--- src/rtl/uart_rx_os.sv ---
// 16x-oversampling UART receiver: 2-flop synchroniser, start-glitch rejection, 3-sample majority vote,
// framing/overrun detection, valid/ready output. Define UART_RX_PARITY_EN for an even-parity bit and ParityErr.
module uart_rx_os #(
    parameter int CLK_FREQ   = 100_000_000,
    parameter int BAUD_RATE  = 115_200,
    parameter int OVERSAMPLE = 16
) (
    input  logic       rck,
    input  logic       reset,
    input  logic       RxD,
    output logic [7:0] RxData,
    output logic       RxValid,
    input  logic       RxReady,
    output logic       FrameErr,
    output logic       Overrun,
`ifdef UART_RX_PARITY_EN
    output logic       ParityErr,
`endif
    output logic       RxBusy
);
    localparam int DIV_RAW = CLK_FREQ / (BAUD_RATE * OVERSAMPLE);
    localparam int DIV     = (DIV_RAW < 2) ? 2 : DIV_RAW;
    localparam int CW      = $clog2(DIV);

    typedef enum logic [2:0] {IDLE, START, DATA, PARITY, STOP, BREAK} state_t;

    state_t          state;
    logic [CW-1:0]   tcnt;
    logic            tick;
    logic            rx_p0, rx_p1;
    logic            rxs;
    logic [3:0]      sc;
    logic [2:0]      bit_idx;
    logic            s7, s8;
    logic            vote;
    logic [7:0]      shreg;
    logic            par;
    logic            deliver;

    function automatic logic vote3(input logic a, input logic b, input logic c);
        return (a & b) | (a & c) | (b & c);
    endfunction

    function automatic logic parity_ok(input logic [7:0] d, input logic p);
        return (^d) == p;
    endfunction

    assign rxs  = rx_p1;
    assign tick = (tcnt == CW'(DIV - 1));
    // Third sample is taken live, so the vote is only meaningful on the sc==9 tick.
    assign vote = vote3(s7, s8, rxs);

    always_ff @(posedge rck) begin
        if (!reset) begin
            state    <= IDLE;
            tcnt     <= '0;
            rx_p0    <= 1'b1;
            rx_p1    <= 1'b1;
            sc       <= 4'd0;
            bit_idx  <= 3'd0;
            deliver  <= 1'b0;
            RxData   <= 8'd0;
            RxValid  <= 1'b0;
            FrameErr <= 1'b0;
            Overrun  <= 1'b0;
            RxBusy   <= 1'b0;
`ifdef UART_RX_PARITY_EN
            ParityErr <= 1'b0;
`endif
        end else begin
            rx_p0    <= RxD;
            rx_p1    <= rx_p0;
            tcnt     <= tick ? '0 : tcnt + CW'(1);
            FrameErr <= 1'b0;
            Overrun  <= 1'b0;
            deliver  <= 1'b0;
`ifdef UART_RX_PARITY_EN
            ParityErr <= 1'b0;
`endif
            if (tick) begin
                if (state != IDLE && state != BREAK)
                    sc <= sc + 4'd1;
                case (state)
                    IDLE: if (!rxs) begin
                        state  <= START;
                        sc     <= 4'd0;
                        RxBusy <= 1'b1;
                    end
                    START: begin
                        if (sc == 4'd9 && vote) begin
                            state  <= IDLE;
                            RxBusy <= 1'b0;
                        end else if (sc == 4'd15) begin
                            state   <= DATA;
                            bit_idx <= 3'd0;
                        end
                    end
                    DATA: if (sc == 4'd15) begin
                        if (bit_idx == 3'd7) begin
`ifdef UART_RX_PARITY_EN
                            state <= PARITY;
`else
                            state <= STOP;
`endif
                        end else begin
                            bit_idx <= bit_idx + 3'd1;
                        end
                    end
                    PARITY: if (sc == 4'd15) state <= STOP;
                    // Leave at mid-stop so the next start edge is caught.
                    STOP: if (sc == 4'd9) begin
                        if (vote) begin
`ifdef UART_RX_PARITY_EN
                            if (parity_ok(shreg, par)) deliver <= 1'b1;
                            else                       ParityErr <= 1'b1;
`else
                            deliver <= 1'b1;
`endif
                            state  <= IDLE;
                            RxBusy <= 1'b0;
                        end else begin
                            FrameErr <= 1'b1;
                            state    <= BREAK;
                        end
                    end
                    BREAK: if (rxs) begin
                        state  <= IDLE;
                        RxBusy <= 1'b0;
                    end
                    default: begin
                        state  <= IDLE;
                        RxBusy <= 1'b0;
                    end
                endcase
            end
            if (deliver) begin
                if (!RxValid || RxReady) begin
                    RxData  <= shreg;
                    RxValid <= 1'b1;
                end else begin
                    Overrun <= 1'b1;
                end
            end else if (RxValid && RxReady) begin
                RxValid <= 1'b0;
            end
        end
    end

    // Sample capture and bit assembly carry no reset; they are always written before use.
    always_ff @(posedge rck) begin
        if (tick) begin
            if (sc == 4'd7) s7 <= rxs;
            if (sc == 4'd8) s8 <= rxs;
            if (sc == 4'd9 && state == DATA)   shreg <= {vote, shreg[7:1]};
            if (sc == 4'd9 && state == PARITY) par   <= vote;
        end
    end

`ifndef UART_RX_PARITY_EN
    logic unused_par;
    assign unused_par = par ^ parity_ok(shreg, par);
`endif
endmodule
--- config.mk ---
export PLATFORM = sky130hd
export DESIGN_NAME = uart_rx_os
export DESIGN_NICKNAME = d
export VERILOG_FILES = /design/src/rtl/uart_rx_os.sv
export SDC_FILE = /design/constraint.sdc
export NUM_CORES = 1
export LEC_CHECK = 0
export ABC_AREA = 1
export ABC_CLOCK_PERIOD_IN_PS = 5100
export BUFFER_PORTS_ARGS = -buffer_cell sky130_fd_sc_hd__buf_2
export CORE_MARGIN = 2
export CORE_UTILIZATION = 40
export CTS_CLUSTER_DIAMETER = 40
export CTS_CLUSTER_SIZE = 14
export DETAILED_ROUTE_END_ITERATION = 6
export PLACE_DENSITY = 0.64
export SETUP_SLACK_MARGIN = 0.2
export SLEW_MARGIN = 40
export SYNTH_ARGS = -nofsm -noshare
export SYNTH_HDL_FRONTEND = slang
export SYNTH_SLANG_ARGS = --single-unit
--- constraint.sdc ---
create_clock -name rck -period 5.1 [get_ports rck]
set_input_delay 1.02 -clock rck [delete_from_list [all_inputs] [get_ports rck]]
set_output_delay 1.02 -clock rck [all_outputs]
set_load 0.02 [all_outputs]
==> results.toml, run 1 <==
[cells_and_area]
areaGrowthSynthToFinish_pct = 13.2
fill_cells = 432
final_area_sq_mm = 0.00205
num-nets-final = 254
layout-drive-gt1-share_pct = 16.4
insertedDiodeCount = 0
multi_input_comb_area_sq_um = 767
regArea_sq_um = 921

[worst_setup_path]
r2r_slack_ns = 3.33
ws_path_type = "primary input to flip-flop"
setup.worst_path.end_class = "flip-flop"
critical_path.most_common_cell = "sky130_fd_sc_hd__nor2_1"
critical-path-top-delay-family = "simple AND/OR/NAND/NOR gates"
worstRegToRegCells = 5
timing.rr.start = "tcnt[0]$_SDFF_PP0_"
critical_path_depth = 6
path_buf_inv = 2
endpoint = "RxData[1]$_SDFFE_PN0P_"
critical_path.slowest_cell = "sky130_fd_sc_hd__nor2_1"
critPathLaunch = "RxReady"
cp.required_ns = 5.28
cp_max_fo = 9
worst_r2r_endpoint = "shreg[6]$_DFFE_PP_"
timing.critical_path.arrival_ns = 2.00
worstPathCellList = "buf_2 -> nor2_1 -> nor2_1 -> inv_1 -> nor2_1 -> nor2_1"
start_kind = "primary input"
worst_path_largest_cell_delay_ns = 0.39

[clock_network]
cts.clk_slew.worst_paths_ns = 0.07
post_cts_hold_buffer_count = 0
cts_num_sinks = 41
post-cts-setup-buffer-count = 0
cts-root-buf = "sky130_fd_sc_hd__clkbuf_8"
cts.htree.levels = 2
cts_resized = 0
insertion_delay_ns = 0.29
ctsLongestPathBuffers = 2
cts_made_buffers = 5
cts_tree = "built"

[sta]
finalCriticalPeriod_ns = 1.82
min_period_over_period_pct = 35.7
hold_viol_final = 0
setup_ws_ns = 3.28
achievable-frequency_ghz = 0.550
timing_worst_slew_pin_value_ns = 0.594
setup_tns_ns = 0
endpoints_failing_setup = 0
grt_setup_unrepaired = "no"
worst_slew_margin_rel_pct = 60.2
fin_worst_skew_ns = 0.00672
final-max-slew-violation-count = 0

[grt]
pin_count_of_the_biggest_net_entering_global_routing = 20
wire_length_of_the_first_global_routing_pass_um = 5580
grt_util_all_layers_pct = 13.9
number_of_global_route_vias_before_repair = 1329
grt.overflow.total = 0
initial_antenna_violation_count = 0

[synthesis]
syn-num-nets = 234
yosys.cell_types.count = 28
netlist_instances = 223
number_of_synthesized_flops_with_an_enable_pin = 10
synthesis.area_per_instance_sq_um = 8.12
ys_dominant_reg_cell = "sky130_fd_sc_hd__dfxtp_1"
post_synthesis_register_bit_count = 41
yosysWarnings = 0
synth-async-reset-ratio_pct = 0
synth-seq-area-share_pct = 50.8
synthesis.area_sq_mm = 0.00181

[place]
pre_cts_ws_ns = 2.97
buffer_ports.inserted = 15
gp_congestion = 0.827
placedInstanceArea_sq_mm = 0.00194
dp_hpwl_um = 2320

[route]
drt_drc_violations_left = 0
firstDrtPassIters = 4
vias_per_cell = 4.73
dr_total_vias = 1399
drt_iter0_drc = 39
drtAntennaViolNets = 0
route.detailed.wl_per_inst_um = 10.6
wirelength_um = 3140

[floorplanning]
rows = 24
coreArea_sq_mm = 0.00435
initial_core_util_pct = 41.6
floorplan.die.height_um = 71.3
fp.dieW_um = 71.3
design.portCount = 16
fp.dieArea_sq_mm = 0.00508

[power]
power.combinational.fraction_pct = 1.9
power.switching_mw = 0.116
total_leakage_power_nw = 0.904
netSwitchingFraction_pct = 19.5
ir_worst_vdd_mv = 0.0932
intPower_mw = 0.482
share_clk_of_total_power_pct = 41.9
fraction_of_power_consumed_by_sequential_logic_pct = 56.1
power_density_mw_per_mm2 = 292
totalPowerFinal_mw = 0.598

[outcome]
outcome = "completed"

[worst_hold_path]
hold_path.class = "flip-flop to flip-flop"

[flow_run]
maxCapViolations = 0
==> sequential cells by signal (all words and copies together) (netlist names) <==
register  flops
s7            1
state         3
rx_p0         1
RxData        8
RxValid       1
shreg         8
rx_p1         1
RxBusy        1
deliver       1
FrameErr      1
s8            1
sc            4
Overrun       1
bit_idx       3
tcnt          6
==> power groups by stage <==
stage	sequential, mW	combinational [mW]	clock, mW
2_1_floorplan	0.343	0.00924	0
3_3_place_gp	0.343	0.0114	0
3_5_place_dp	0.344	0.0116	0
4_1_cts	0.336	0.0115	0.260
5_1_grt	0.336	0.0130	0.271
6_report	0.336	0.0115	0.251
==> cells in the mapped netlist (2+ instances only) <==
| library cell | count | area (sq um) |
|---|---|---|
| sky130_fd_sc_hd__a21oi_1 | 5 | 25.0 |
| sky130_fd_sc_hd__dfxtp_1 | 31 | 621 |
| sky130_fd_sc_hd__edfxtp_1 | 10 | 300 |
| sky130_fd_sc_hd__ha_1 | 7 | 87.6 |
| sky130_fd_sc_hd__inv_1 | 26 | 97.6 |
| sky130_fd_sc_hd__inv_2 | 4 | 15.0 |
| sky130_fd_sc_hd__nand2_1 | 38 | 143 |
| sky130_fd_sc_hd__nand2_2 | 3 | 18.8 |
| sky130_fd_sc_hd__nand3_1 | 10 | 50.1 |
| sky130_fd_sc_hd__nor2_1 | 51 | 191 |
| sky130_fd_sc_hd__nor2_2 | 2 | 12.5 |
| sky130_fd_sc_hd__nor2_4 | 3 | 33.8 |
| sky130_fd_sc_hd__nor3_1 | 4 | 20.0 |
| sky130_fd_sc_hd__nor3b_1 | 3 | 22.5 |
| sky130_fd_sc_hd__o21ai_0 | 10 | 50.1 |
| sky130_fd_sc_hd__o21ai_1 | 2 | 10.0 |
| sky130_fd_sc_hd__o22ai_1 | 2 | 12.5 |
| sky130_fd_sc_hd__or2_2 | 2 | 12.5 |
==> layout make-up <==
class,count,share of cell area (%)
Clock inverter,3,2.01
Multi-Input combinational cell,150,37.4
Tap cell,52,3.17
Inverter,30,5.49
Sequential cell,41,44.9
Timing Repair Buffer,15,3.66
Clock buffer,5,3.36
==> cell families (layout without fill, tap and decap cells) <==
group                    Yosys count  in the layout  share of synthesized area [%]
AO/OA/AOI/OAI                     20             20                           5.80
XOR/XNOR                           2              2                          0.967
adder cells (fa/ha/maj)            7              7                           4.83
buffers and inverters             32             53                           7.11
flip-flops                        41             41                           50.8
AND/OR/NAND/NOR                  121            121                           30.5
==> worst min-delay path by stage <==
stage / from / depth (start not counted) / end / slack (ns)
2_1_floorplan: rx_p0$_SDFF_PN1_ / 1 / rx_p1$_SDFF_PN1_ / 0.39
3_3_place_gp: rx_p0$_SDFF_PN1_ / 1 / rx_p1$_SDFF_PN1_ / 0.40
3_5_place_dp: rx_p0$_SDFF_PN1_ / 1 / rx_p1$_SDFF_PN1_ / 0.41
4_1_cts: rx_p0$_SDFF_PN1_ / 1 / rx_p1$_SDFF_PN1_ / 0.42
5_1_grt: rx_p0$_SDFF_PN1_ / 1 / rx_p1$_SDFF_PN1_ / 0.42
6_report: rx_p0$_SDFF_PN1_ / 1 / rx_p1$_SDFF_PN1_ / 0.42
==> placed cells by master (no fill, tap or decap), drive strengths merged <==
master and n:
xor2 1, buf 15, a21oi 5, or2 2
clkbuf 5, edfxtp 10, nand4 1, nand3 12
clkinv 1, xnor2 1, o22ai 2, dfxtp 31
nor2 56, o21ai 12, a211oi 1, and2 1
ha 7, clkinvlp 1, nor3b 3, nor3 4
and3 1, nand2 41, bufinv 1, inv 30
==> metal layers <==
| layer | global-route usage, % | vias to the layer above | share of wire, % |
|---|---|---|---|
| li1 | - | 741 | - |
| met1 | 16.5 | 623 | 49 |
| met2 | 23.4 | 29 | 46 |
| met3 | 3.80 | 6 | 3.9 |
| met4 | 6.29 | 0 | 1.6 |
| met5 | 0 | - | 0 |
==> worst reg2reg max path, cell delays in order (launching register included) <==
cell	delay (ns)
sky130_fd_sc_hd__dfxtp_1	0.38
sky130_fd_sc_hd__ha_1	0.19
sky130_fd_sc_hd__nand3_2	0.08
sky130_fd_sc_hd__nor2_4	0.19
sky130_fd_sc_hd__inv_1	0.11
sky130_fd_sc_hd__nor3_2	0.47
==> through the flow <==
stage               hold slack [ns]  utilization, %  instances
CTS                           0.421            47.1        296
detailed placement            0.407            44.6        288
finish                        0.418            47.1        296
global route                  0.425            47.1        296
global placement              0.401            44.5        288
floorplan                     0.393               -        223
Note: power is estimated with default switching activity, not from simulation.
==> inputs of run 2 (changes only) <==
--- a/config.mk
+++ b/config.mk
@@ -6,14 +6,14 @@
 export NUM_CORES = 1
 export LEC_CHECK = 0
 export ABC_AREA = 1
-export ABC_CLOCK_PERIOD_IN_PS = 5100
+export ABC_CLOCK_PERIOD_IN_PS = 1520
 export BUFFER_PORTS_ARGS = -buffer_cell sky130_fd_sc_hd__buf_2
 export CORE_MARGIN = 2
 export CORE_UTILIZATION = 40
 export CTS_CLUSTER_DIAMETER = 40
 export CTS_CLUSTER_SIZE = 14
 export DETAILED_ROUTE_END_ITERATION = 6
-export PLACE_DENSITY = 0.64
+export PLACE_DENSITY = 0.66
 export SETUP_SLACK_MARGIN = 0.2
 export SLEW_MARGIN = 40
 export SYNTH_ARGS = -nofsm -noshare
==> constraint.sdc (replaced) <==
create_clock -name rck -period 1.52 [get_ports rck]
set_input_delay 0.304 -clock rck [delete_from_list [all_inputs] [get_ports rck]]
set_output_delay 0.304 -clock rck [all_outputs]
set_load 0.02 [all_outputs]
==> run 2 against run 1 <==
  * Combinational power rose to 5.1 times the previous value
  * Largest cell class unchanged
  * Register-to-register slack worse by 3.2 ns
  * Sequential share of layout area decreased by 4.6 points
  * Wire length grew 14%
==> results.toml, run 2 (synthesized netlist as in run 1, its figures left out) <==
[cells_and_area]
layout-drive-gt1-share_pct = 36.4
insertedDiodeCount = 0
layout_common_cells = "45 x sky130_fd_sc_hd__nor2_1, 32 x sky130_fd_sc_hd__nand2_1, 24 x sky130_fd_sc_hd__dfxtp_1"
biggestRegsByFlops = "RxData x8, shreg x8, tcnt x6"
fill_cells = 406
areaGrowthSynthToFinish_pct = 28.4
num-nets-final = 268
mostFrequentLayoutCell = "sky130_fd_sc_hd__nor2_1"

[worst_setup_path]
worst_path_largest_cell_delay_ns = 0.32
timing.critical_path.arrival_ns = 1.62
setup.worst_path.end_class = "flip-flop"
cp_max_fo = 6
r2r_slack_ns = 0.13
cp.required_ns = 1.76
path_buf_inv = 2
critical-path-top-delay-family = "simple AND/OR/NAND/NOR gates"
start_kind = "flip-flop"
worstRegToRegCells = 11
critical_path.slowest_cell = "sky130_fd_sc_hd__dfxtp_2"
worstPathCellList = "inv_2 -> ha_4 -> nand3_4 -> nor2_4 -> buf_6 -> nand2_4 -> nor2_4 -> nand3_4 -> nand2_1 -> nand2_1 -> nor2_1"
ws_path_type = "flip-flop to flip-flop"
critical_path_depth = 11

[grt]
pin_count_of_the_biggest_net_entering_global_routing = 14
grt_util_all_layers_pct = 15.4
number_of_global_route_vias_before_repair = 1457
grtUsageMet1_pct = 18.2
gr-max-usage-layer = "met2"
initial_antenna_violation_count = 0
wire_length_of_the_first_global_routing_pass_um = 6150
globalRouteMet2Util_pct = 25.6
grt_use_met3_pct = 3.38
grt.overflow.total = 0

[floorplanning]
initial_core_util_pct = 41.6
design.portCount = 16
coreArea_sq_mm = 0.00435
fp.dieW_um = 71.3
floorplan.die.height_um = 71.3
rows = 24
fp.dieArea_sq_mm = 0.00508

[route]
firstDrtPassIters = 4
route.detailed.wl_per_inst_um = 11.5
wirelength_um = 3570
vias_per_cell = 4.77
drtAntennaViolNets = 0
dr_total_vias = 1479
drt_iter0_drc = 67
drt_drc_violations_left = 0

[sta]
fin_worst_skew_ns = 0.00628
setup_tns_ns = 0
timing_worst_slew_pin_value_ns = 0.316
setup_ws_ns = 0.135
worst_slew_margin_rel_pct = 78.9
hold_viol_final = 0
finalCriticalPeriod_ns = 1.39
endpoints_failing_setup = 0
min_period_over_period_pct = 91.1
achievable-frequency_ghz = 0.722
grt_setup_unrepaired = "yes"
final-max-slew-violation-count = 0

[clock_network]
cts.htree.levels = 2
cts.clk_slew.worst_paths_ns = 0.08
post_cts_hold_buffer_count = 0
insertion_delay_ns = 0.30
cts_made_buffers = 5
cts-root-buf = "sky130_fd_sc_hd__clkbuf_8"
cts_num_sinks = 41
ctsLongestPathBuffers = 2
cts_tree = "built"

[outcome]
outcome = "completed"

[worst_hold_path]
hold_path_depth = 2
hold_path.class = "primary input to flip-flop"

[place]
pre_cts_ws_ns = 0.0366
dp_hpwl_um = 2330
gp_congestion = 0.888
buffer_ports.inserted = 15

[flow_run]
maxCapViolations = 0

[power]
ir_worst_vdd_mv = 0.262
power_density_mw_per_mm2 = 808
total_leakage_power_nw = 1.01
run 2: cell count changes in the layout (fill, tap and decap cells not counted), moves of 4 or more:
cell / before / now
sky130_fd_sc_hd__buf_4: 0 / 11
sky130_fd_sc_hd__dfxtp_1: 31 / 24
sky130_fd_sc_hd__inv_1: 26 / 20
sky130_fd_sc_hd__nand2_1: 38 / 32
sky130_fd_sc_hd__nor2_1: 51 / 45
sky130_fd_sc_hd__nor2_2: 2 / 8
sky130_fd_sc_hd__inv_2: 4 / 9
sky130_fd_sc_hd__nand2_2: 3 / 8
sky130_fd_sc_hd__dfxtp_2: 0 / 4
run 2: repair_timing:
item	in CTS	in global routing
gates resized for setup	25	21
endpoints found under the setup margin	21	22
pin swaps	11	6
buffers inserted	6	2
run 2: final timing paths:
| path | from | end |
|---|---|---|
| worst max register to register | tcnt[1]$_SDFF_PP0_ | state[1]$_SDFFE_PN0P_ |
| worst max-delay path | tcnt[1]$_SDFF_PP0_ | state[1]$_SDFFE_PN0P_ |
| worst min register to register | rx_p0$_SDFF_PN1_ | rx_p1$_SDFF_PN1_ |
| worst min-delay path | RxD | rx_p0$_SDFF_PN1_ |
run 2: where the power goes:
| part | internal (mW) | total (mW) | switching, mW |
|---|---|---|---|
| Clock | 0.317 | 0.698 | 0.381 |
| Sequential | 1.12 | 1.12 | 0.00747 |
| Combinational | 0.0251 | 0.0587 | 0.0336 |
| Total | 1.46 | 1.88 | 0.422 |
run 2: through the flow:
stage | util, % | instance area (sq um) | cells | hold slack [ns] | power [mW]
3_3_place_gp | 46.2 | 2010 | 294 | 0.402 | 1.20
5_1_grt | 53.4 | 2330 | 310 | 0.212 | 1.96
4_1_cts | 51.5 | 2240 | 308 | 0.195 | 1.91
2_1_floorplan | - | 1840 | 223 | 0.393 | 1.19
6_report | 53.4 | 2330 | 310 | 0.204 | 1.88
3_5_place_dp | 46.2 | 2010 | 294 | 0.412 | 1.20
run 2: metal layers:
| layer | vias up | part of all wire (%) | wire length (um) |
|---|---|---|---|
| met5 | - | 0 | 0 |
| met4 | 0 | 2.7 | 98 |
| met3 | 9 | 3.2 | 116 |
| met2 | 21 | 48 | 1710 |
| met1 | 678 | 46 | 1650 |
| li1 | 771 | - | - |
run 2: final cells by class:
type / count / area [sq um] / area share, %
sequential: 41 / 937 / 40.3
multi-input combinational: 150 / 922 / 39.6
timing repair buffer: 29 / 200 / 8.61
inverter: 30 / 115 / 4.95
clock buffer: 5 / 68.8 / 2.96
tap: 52 / 65.1 / 2.80
clock inverter: 3 / 17.5 / 0.753
